==> config.mk <==
export PLATFORM = sky130hd
export DESIGN_NAME = qr_pattern_gen
export DESIGN_NICKNAME = d
export VERILOG_FILES = /design/src/rtl/qr_pkg.sv /design/src/rtl/qr_axis_counter.sv /design/src/rtl/qr_pattern_gen.sv
export SDC_FILE = /design/constraint.sdc
export NUM_CORES = 1
export LEC_CHECK = 0
export CORE_MARGIN = 5
export CORE_UTILIZATION = 30
export CTS_CLUSTER_DIAMETER = 80
export DETAILED_ROUTE_END_ITERATION = 8
export PLACE_DENSITY_LB_ADDON = 0.25
export SLEW_MARGIN = 20
export SYNTH_ARGS = -nofsm -noshare
export SYNTH_HDL_FRONTEND = slang
export SYNTH_SLANG_ARGS = --single-unit
export TNS_END_PERCENT = 100
==> constraint.sdc <==
create_clock -name iCLK -period 8.64 [get_ports iCLK]
set_clock_uncertainty 0.2 [all_clocks]
set_input_delay 0.864 -clock iCLK [delete_from_list [all_inputs] [get_ports iCLK]]
set_output_delay 0.864 -clock iCLK [all_outputs]
set_load 0.01 [all_outputs]
==> src/rtl/qr_pkg.sv <==
// qr_pkg: shared constants, enums and ring helper for the finder-pattern generator
package qr_pkg;
  localparam int NPAT = 3;
  localparam int COORD_W = 10;
  localparam int SIZE_W = 5;
  localparam logic [2:0] MOD_LAST = 3'd6;
  localparam logic [2:0] ADDR_CTRL = 3'd0;
  localparam logic [2:0] ADDR_SIZE = 3'd1;
  localparam logic [2:0] ADDR_PAT0 = 3'd2;
  localparam logic [2:0] ADDR_PAT1 = 3'd3;
  localparam logic [2:0] ADDR_PAT2 = 3'd4;
  localparam logic [2:0] ADDR_FRAMES = 3'd5;
  localparam logic [2:0] ADDR_STATUS = 3'd6;
  localparam logic [23:0] COLOR_BLACK = 24'h000000;
  localparam logic [23:0] COLOR_WHITE = 24'hFFFFFF;
  typedef enum logic [1:0] {gsIDLE, gsACTIVE, gsHBLANK, gsVBLANK} gen_state_t;
  typedef enum logic [1:0] {rgRING0, rgRING1, rgCENTER} ring_t;
  // Chebyshev distance from the centre module picks the ring: 3 outer, 2 white gap, else core
  function automatic ring_t ring_of(input logic [2:0] mx, input logic [2:0] my);
    logic [2:0] dx, dy, d;
    dx = mx >= 3'd3 ? mx - 3'd3 : 3'd3 - mx;
    dy = my >= 3'd3 ? my - 3'd3 : 3'd3 - my;
    d = dx > dy ? dx : dy;
    return d == 3'd3 ? rgRING0 : d == 3'd2 ? rgRING1 : rgCENTER;
  endfunction
endpackage

==> src/rtl/qr_axis_counter.sv <==
// qr_axis_counter: per-axis module tracker, state always describes the coordinate just stepped to
module qr_axis_counter
  import qr_pkg::*;
(
  input  logic               clk,
  input  logic               rst,
  input  logic               step,
  input  logic               restart,
  input  logic [COORD_W-1:0] nxt,
  input  logic [COORD_W-1:0] pos,
  input  logic [SIZE_W-1:0]  size,
  output logic               hit,
  output logic [2:0]         idx
);
  logic [SIZE_W-1:0] sub, last;
  assign last = size == '0 ? '0 : size - 1'b1;
  // restart drops a pattern clipped at the far edge so it never wraps around
  always_ff @(posedge clk)
    if (rst) begin
      hit <= 1'b0;
      sub <= '0;
      idx <= '0;
    end else if (step || restart) begin
      if (nxt == pos) begin
        hit <= 1'b1;
        sub <= '0;
        idx <= '0;
      end else if (restart) hit <= 1'b0;
      else if (hit && sub == last) begin
        sub <= '0;
        idx <= idx + 3'd1;
        hit <= idx != MOD_LAST;
      end else if (hit) sub <= sub + 1'b1;
    end
endmodule

==> src/rtl/qr_pattern_gen.sv <==
// qr_pattern_gen: raster video generator drawing up to three QR finder patterns
module qr_pattern_gen
  import qr_pkg::*;
#(
  parameter int pHRES = 640,
  parameter int pVRES = 480,
  parameter int pHBLANK = 16,
  parameter int pVBLANK = 800
) (
  input  logic        iCLK,
  input  logic        iRESET,
  input  logic [2:0]  iADDRESS,
  input  logic        iWRITE,
  input  logic [31:0] iWRITE_DATA,
  input  logic        iREAD,
  output logic [31:0] oREAD_DATA,
  output logic [23:0] oVID_DATA,
  output logic        oVID_START,
  output logic        oVID_DATA_VALID
);
  localparam logic [15:0] H_LAST = 16'(pHRES - 1);
  localparam logic [15:0] V_LAST = 16'(pVRES - 1);
  localparam logic [15:0] HB_LAST = 16'(pHBLANK - 1);
  localparam logic [15:0] VB_LAST = 16'(pVBLANK - 1);
  gen_state_t state;
  logic [15:0] hcnt, vcnt, fcnt;
  logic en, single;
  logic [SIZE_W-1:0] m_reg, m_sh, m_n;
  logic [NPAT-1:0] pen, pen_sh, hit_x, hit_y, blk;
  logic [COORD_W-1:0] x0 [NPAT];
  logic [COORD_W-1:0] y0 [NPAT];
  logic [COORD_W-1:0] x0_sh [NPAT];
  logic [COORD_W-1:0] y0_sh [NPAT];
  logic [COORD_W-1:0] x0_n [NPAT];
  logic [COORD_W-1:0] y0_n [NPAT];
  logic [2:0] idx_x [NPAT];
  logic [2:0] idx_y [NPAT];
  logic [31:0] pat_rd [NPAT];
  logic [31:0] rdata;
  logic line_end, frame_end, hb_end, vb_end, frame_start, x_restart, x_step;
  logic [COORD_W-1:0] x_nxt, y_nxt;
  logic unused_wdata;
  assign unused_wdata = ^{iWRITE_DATA[30:26], iWRITE_DATA[15:10]};
  always_comb begin
    line_end = state == gsACTIVE && hcnt == H_LAST;
    frame_end = line_end && vcnt == V_LAST;
    hb_end = state == gsHBLANK && hcnt == HB_LAST;
    vb_end = state == gsVBLANK && hcnt == VB_LAST;
    frame_start = (state == gsIDLE && en) || (vb_end && en && !single);
    x_restart = frame_start || hb_end;
    x_step = state == gsACTIVE && !line_end;
    x_nxt = x_restart ? '0 : COORD_W'(hcnt + 16'd1);
    y_nxt = frame_start ? '0 : COORD_W'(vcnt + 16'd1);
    m_n = frame_start ? m_reg : m_sh;
  end
  // counters see the configuration that the shadows are about to take at a frame start
  for (genvar k = 0; k < NPAT; k++) begin : g_pat
    assign x0_n[k] = frame_start ? x0[k] : x0_sh[k];
    assign y0_n[k] = frame_start ? y0[k] : y0_sh[k];
    assign pat_rd[k] = {pen[k], 5'd0, y0[k], 6'd0, x0[k]};
    qr_axis_counter u_x (
      .clk(iCLK), .rst(iRESET), .step(x_step), .restart(x_restart), .nxt(x_nxt),
      .pos(x0_n[k]), .size(m_n), .hit(hit_x[k]), .idx(idx_x[k])
    );
    qr_axis_counter u_y (
      .clk(iCLK), .rst(iRESET), .step(hb_end), .restart(frame_start), .nxt(y_nxt),
      .pos(y0_n[k]), .size(m_n), .hit(hit_y[k]), .idx(idx_y[k])
    );
    assign blk[k] = pen_sh[k] && hit_x[k] && hit_y[k] && ring_of(idx_x[k], idx_y[k]) != rgRING1;
  end
  always_ff @(posedge iCLK)
    if (iRESET) begin
      state <= gsIDLE;
      hcnt <= '0;
      vcnt <= '0;
      fcnt <= '0;
      oVID_DATA <= '0;
      oVID_START <= 1'b0;
      oVID_DATA_VALID <= 1'b0;
    end else begin
      oVID_DATA_VALID <= state == gsACTIVE;
      oVID_START <= state == gsACTIVE && hcnt == '0 && vcnt == '0;
      oVID_DATA <= state != gsACTIVE || |blk ? COLOR_BLACK : COLOR_WHITE;
      if (frame_end) fcnt <= fcnt + 16'd1;
      if (frame_start) begin
        state <= gsACTIVE;
        hcnt <= '0;
        vcnt <= '0;
      end else if (line_end) begin
        state <= vcnt == V_LAST ? gsVBLANK : gsHBLANK;
        hcnt <= '0;
      end else if (hb_end) begin
        state <= gsACTIVE;
        hcnt <= '0;
        vcnt <= vcnt + 16'd1;
      end else if (vb_end) begin
        state <= gsIDLE;
        hcnt <= '0;
      end else if (state != gsIDLE) hcnt <= hcnt + 16'd1;
    end
  always_ff @(posedge iCLK)
    if (iRESET) begin
      en <= 1'b0;
      single <= 1'b0;
      m_reg <= SIZE_W'(1);
      m_sh <= SIZE_W'(1);
      pen <= '0;
      pen_sh <= '0;
      oREAD_DATA <= '0;
      for (int i = 0; i < NPAT; i++) begin
        x0[i] <= '0;
        y0[i] <= '0;
        x0_sh[i] <= '0;
        y0_sh[i] <= '0;
      end
    end else begin
      if (vb_end && single) en <= 1'b0;
      if (iWRITE && iADDRESS == ADDR_CTRL) {single, en} <= iWRITE_DATA[1:0];
      if (iWRITE && iADDRESS == ADDR_SIZE) m_reg <= iWRITE_DATA[SIZE_W-1:0];
      for (int i = 0; i < NPAT; i++)
        if (iWRITE && iADDRESS == ADDR_PAT0 + 3'(i)) begin
          pen[i] <= iWRITE_DATA[31];
          y0[i] <= iWRITE_DATA[25:16];
          x0[i] <= iWRITE_DATA[9:0];
        end
      if (frame_start) begin
        m_sh <= m_reg;
        pen_sh <= pen;
        for (int i = 0; i < NPAT; i++) begin
          x0_sh[i] <= x0[i];
          y0_sh[i] <= y0[i];
        end
      end
      if (iREAD) oREAD_DATA <= rdata;
    end
  always_comb begin
    rdata = '0;
    case (iADDRESS)
      ADDR_CTRL:   rdata = {30'd0, single, en};
      ADDR_SIZE:   rdata = {27'd0, m_reg};
      ADDR_PAT0:   rdata = pat_rd[0];
      ADDR_PAT1:   rdata = pat_rd[1];
      ADDR_PAT2:   rdata = pat_rd[2];
      ADDR_FRAMES: rdata = {16'd0, fcnt};
      ADDR_STATUS: rdata = {31'd0, state != gsIDLE};
      default:     rdata = '0;
    endcase
  end
endmodule

-- After elaboration in Yosys (flattened, before gate mapping)
Memory sizes are Yosys's and may differ from the RTL's.
Index checks and enable logic that the tools add are counted.
- mux-type cells: 120
- $add $sub $neg: 28
- bitwise logic cells: 13
- reduce and logical (&&, ||, !) cells: 86
- equal/unequal tests: 47
- magnitude comparators: 9
- operator list (cell ; number):
    case mux 32 bit (7 select lines) ; 1
    2-to-1 mux 10 bit ; 20
    2-to-1 mux 5 bit ; 26
    2-to-1 mux 3 bit ; 27
    == test 10 bit ; 6
    adder 16 x 1 -> 16 bit (second input constant) ; 3
    nonzero test 3 bit ; 13
    2-to-1 mux 1 bit ; 36
    AND reduction 3 bit ; 12
    == test 16 x 10 -> 1 bit (second input constant) ; 2
    zero test 16 bit ; 2
    logical AND 1 bit ; 31
    adder 5 x 1 -> 5 bit (second input constant) ; 6
    == test 5 bit ; 6
    == test 3 x 2 -> 1 bit (second input constant) ; 8
    2-to-1 mux 24 bit ; 1
    adder 3 x 1 -> 3 bit (second input constant) ; 6
    greater-or-equal comparator 3 x 2 -> 1 bit (second input constant) ; 6
    2-to-1 mux 2 bit ; 9
    inequality test 3 bit (second input constant) ; 6
    subtractor 2 x 3 -> 3 bit (first input constant) ; 6
    subtractor 3 x 2 -> 3 bit (second input constant) ; 6
    == test 16 x 4 -> 1 bit (second input constant) ; 1
    == test 16 x 9 -> 1 bit (second input constant) ; 1
    other kinds (21) ; 62
- output and inout bits: 58
- register bits: 180
- memory bits (writable): 120
- memories: 4
- bits of input ports: 39
- logic and storage cells: 342
- memories (memory ; depth ; bits a word ; read ports ; clocked after memory_dff ; write ports ; line ; source):
    x0 ; 3 ; 10 ; 3 ; 0 ; 3 ; qr_pattern_gen.sv:30 ; logic [COORD_W-1:0] x0 [NPAT];
    x0_sh ; 3 ; 10 ; 3 ; 0 ; 3 ; qr_pattern_gen.sv:32 ; logic [COORD_W-1:0] x0_sh [NPAT];
    y0 ; 3 ; 10 ; 3 ; 0 ; 3 ; qr_pattern_gen.sv:31 ; logic [COORD_W-1:0] y0 [NPAT];
    y0_sh ; 3 ; 10 ; 3 ; 0 ; 3 ; qr_pattern_gen.sv:33 ; logic [COORD_W-1:0] y0_sh [NPAT];

-- Longest topological paths before layout
- word-level depth: 13
- mapped depth: 13
- depth with buffers taken out: 13

-- Cells and area by module
Synthesis repeated with hierarchy kept, for this count alone.
- cell total of the unflattened synthesis: 1630
- area total of the unflattened synthesis: 15730.1 µm²
- by module, submodules not included (module ; cells an instance ; area an instance (µm²) ; sequential area each (µm²) ; times used):
    qr_pattern_gen ; 1042 ; 10880.4 ; 5565.3 ; 1
    qr_axis_counter ; 98 ; 808.3 ; 180.2 ; 6

-- Worst setup path before layout
OpenSTA, ideal clock, no wires.
- path kind: register to register
- from: reg hcnt[10]
- to: mem x0_sh[0][0] (enable)
- cell stages (with the launch flop): 9
- setup slack: 3915 ps
- clock period less this slack: 4725 ps
- path buffers: 4
- required time: 7992 ps
- setup time: 448 ps
- data arrival time: 4077 ps
- cells stage by stage: dfxtp_1 > or4_4 > nor4_1 > a21oi_1 > buf_2 > clkbuf_1 > buf_1 > nand2_1 > clkbuf_1
- RTL lines (what ; line ; source):
    start, declared ; qr_pattern_gen.sv:26 ; logic [15:0] hcnt, vcnt, fcnt;
    start signal, assigned ; qr_pattern_gen.sv:99 ; end else if (state != gsIDLE) hcnt <= hcnt + 16'd1;
    end, declared ; qr_pattern_gen.sv:32 ;

-- Worst setup path after layout
- from: reg hcnt[0]
- to: reg g_pat[1].u_x.sub[4]
- word-level cells in the longest chain between the ends: 13
- elaborated cells between the ends (all ways): 29
- classes of those cells: add/sub (2); eq/ne (6); mux (7); reduce/logical (14)
- ends and longest elaborated chain (what ; line ; source):
    == test 16 x 10 -> 1 bit ; qr_pattern_gen.sv:48 ; vb_end = state == gsVBLANK && hcnt == VB_LAST;
    logical AND 1 bit ; qr_pattern_gen.sv:48 ;
    logical AND 1 bit (2 in a row) ; qr_pattern_gen.sv:49 ; frame_start = (state == gsIDLE && en) || (vb_end && en && !single);
    logical OR 1 bit ; qr_pattern_gen.sv:49 ;
    2-to-1 mux 5 bit ; n/a ;
    subtractor 5 x 1 -> 5 bit or zero test 5 bit (tied branches) ; qr_axis_counter.sv:16 ; assign last = size == '0 ? '0 : size - 1'b1;
    2-to-1 mux 5 bit ; qr_axis_counter.sv:16 ;
    == test 5 bit ; qr_axis_counter.sv:29 ; else if (hit && sub == last) begin
    logical AND 1 bit ; qr_axis_counter.sv:29 ;
    2-to-1 mux 5 bit ; qr_axis_counter.sv:29 ;
    2-to-1 mux 5 bit ; qr_axis_counter.sv:28 ; end else if (restart) hit <= 1'b0;
    2-to-1 mux 5 bit ; qr_axis_counter.sv:24 ; if (nxt == pos) begin
    end signal, assigned ; qr_axis_counter.sv:33 ; end else if (hit) sub <= sub + 1'b1;
    end, declared ; qr_axis_counter.sv:15 ; logic [SIZE_W-1:0] sub, last;
Several ways; a longest one is shown, not always the timed one. The select of a mux whose other input is x is not followed.
A chain may end at the register's enable or synchronous reset.

==> impl_metrics.toml <==
[routing]
wire_per_inst_um = 18.0
drt-vias-per-instance = 5.09
drc = 0
first_pass_iters = 5
initialDrtViolationCount = 915
ant_nets = 0
wirelength_mm = 40.5
vias = 11500

[critical_path]
worst-endpoint-arrival_ps = 5130
r2r_slack_ps = 3800
r2r_start = "hcnt[0]"
slowest_stage = "buf_4"
crit_path_max_incr_delay_ps = 660
critPathKind = "flop to flop"
path_cells = "ha_1, nand4_1, or3_1, o21ai_4, buf_4, nor3_2, nor4_4, a21oi_1, nor3_4, o21ai_2, or3_1, a21oi_1"
cp_top_family = "simple AND/OR/NAND/NOR gates"
rr_endpoint = "g_pat[1].u_x.sub[4]"
crit_fanout = 77
rr_worst_depth = 12
end_kind = "flop"
crit_required_ps = 8930
cp-start-kind = "flop"
critPathBufInv = 1

[sta]
period_needed_ps = 4840
finalSetupViolCount = 0
period_share_pct = 56.0
tns_ps = 0
rsz0062_at_grt = "false"
hold_viol = 0
relSlewSlack_pct = 27.6
hold-worst-slack_ps = 267
fmax_ghz = 0.207
maxSlewViolCount = 0
worstMarginPinSlew_ps = 1080

[clock_network]
cts_root_buffer = "clkbuf_16"
cts_tree = "yes"
tritoncts.num_buffers = 30
worst_setup_hold_path_clk_slew_ps = 60
clk_path_buf_depth = 3
htree_levels = 1
cts.repair_timing.setup_buffer_count = 0
clock-sinks = 272
holdBufCountCts = 0
clkLatencyLatePin_ps = 570
cts.repair.resized = 0

[cells_and_area]
ff_latch_area_um2 = 6650
layout_commonest_cell = "dfxtp_1"
mostFrequentLayoutCells = "dfxtp_1 (152), nor2_1 (147), edfxtp_1 (120)"
nets = 1642
synthToLayoutAreaGrowth_pct = 15.4
drive_gt1_share_pct = 6.93
final_core_util_pct = 34.9
fillers = 4924
multi_input_area_um2 = 7510
stdcell_area_um2 = 17100
diodes = 0

[power]
cellLeakagePower_nw = 6.21
peakVddDrop_mv = 0.130
p_per_area_nw_per_um2 = 172

[synthesis]
yosys_warnings = 0
synth_edf_count = 120
seq_area_frac_synth_pct = 44.8
synth_largest_area_cell = "edfxtp_1"
synth_flop_cell = "dfxtp_1"
avgSynthCellArea_um2 = 9.58
ys_ff_latch = 272
synth_area_leaders = "edfxtp_1 (24%), dfxtp_1 (21%), xnor2_1 (3.8%), nor2_1 (3.7%), xor2_1 (3.5%)"
syn_area_um2 = 14800
synth_top_area_share_pct = 24.3
synthArstFlopShare_pct = 0
synthCells = 1547
synth.distinct_cells = 91

[placement]
place_area_um2 = 16000
port-buffer-count = 80
gp_congestion = 0.829
dp.final_hpwl_mm = 29.0

[global_route]
grt_max_degree = 81
antenna_found_initial = 0
track_usage_pct = 14.7
grt_first_pass_wirelength_mm = 64.0
grt_pass1_vias = 11100
globalRouteOverflowTotal = 0

[die]
die_w_um = 232
die_h_um = 232
placementRows = 81
die_area_um2 = 53900
start_util_pct = 30.3
ioPinCount = 97
coreArea_um2 = 49000

[hold_path]
hold_path_class = "flop to flop"
holdPathStages = 2
min_to = "oREAD_DATA[13]"
hp-start = "oREAD_DATA[13]"

[flow_run]
drv_cap = 0

[run_status]
status = "complete, no violations"
worst register-to-register path, stage by stage, from the launching register on:
cell	delay, ps
dfxtp_1	530
ha_1	350
nand4_1	310
or3_1	510
o21ai_4	410
buf_4	660
nor3_2	180
nor4_4	330
a21oi_1	150
nor3_4	420
o21ai_2	160
or3_1	370
a21oi_1	170
logic make-up (layout without fill, tap and decap cells):
| kind of cell | count (synthesis) | after routing | synth area share (%) |
|---|---|---|---|
| simple gates | 609 | 609 | 21.5 |
| compound gates | 284 | 284 | 13.0 |
| flops | 272 | 272 | 44.8 |
| buf+inv | 158 | 194 | 4.80 |
| xor+xnor | 131 | 131 | 8.49 |
| mux | 52 | 52 | 3.97 |
| fa+ha+maj | 40 | 40 | 3.38 |
| other cells | 1 | 5 | 0.0253 |
synthesized netlist by cell type, types with 30 or more instances:
cell type	instances
nand2_1	113
nor2_1	147
and3_1	75
nor3_1	43
and2_1	30
edfxtp_1	120
o21ai_0	51
a21oi_1	78
inv_1	44
xor2_1	59
clkbuf_1	72
dfxtp_1	152
mux2i_1	36
xnor2_1	64
ha_1	40
nand3_1	52
power breakdown:
part / internal, W / switching [W]
registers: 0.00139 / 0.0000373
clock network: 0.000810 / 0.000539
logic: 0.0000636 / 0.0000971
worst max-delay path by stage:
stage	from	endpoint	slack, ps	cells after the start
2_1_floorplan	hcnt[10]	x0_sh[0][0]	3920	8
3_3_place_gp	hcnt[10]	g_pat[1].u_y.sub[3]	3920	11
3_5_place_dp	hcnt[10]	g_pat[1].u_y.sub[4]	3850	11
4_1_cts	hcnt[11]	g_pat[1].u_y.sub[4]	3810	11
5_1_grt	hcnt[0]	g_pat[1].u_x.sub[4]	3560	12
6_report	hcnt[0]	g_pat[1].u_x.sub[4]	3800	12
stage by stage:
stage | instances | setup WS [ps] | power, W
after floorplan | 1551 | 3920 | 0.00154
after global placement | 2195 | 3920 | 0.00161
after detailed placement | 2195 | 3850 | 0.00161
after CTS | 2251 | 3810 | 0.00296
after global routing | 2251 | 3560 | 0.00304
final | 2251 | 3800 | 0.00293
final cells by class:
cell class / instances / area share, %
inverters: 45 / 0.988
repair buffers: 93 / 5.24
multi-input cells: 1121 / 43.9
flip-flops and latches: 272 / 38.9
clock inverters: 23 / 1.48
well taps: 664 / 4.86
clock buffers: 33 / 4.64
routing by layer:
layer | wire, µm | track usage, % | share of wire [%] | up-vias
li1 | - | - | - | 5621
met1 | 19500 | 20.9 | 48 | 5514
met2 | 18100 | 23.3 | 45 | 260
met3 | 1860 | 1.82 | 4.6 | 60
met4 | 1030 | 4.49 | 2.6 | 0
met5 | 0 | 0 | 0 | -
Note: power is estimated with default switching activity, not from simulation.
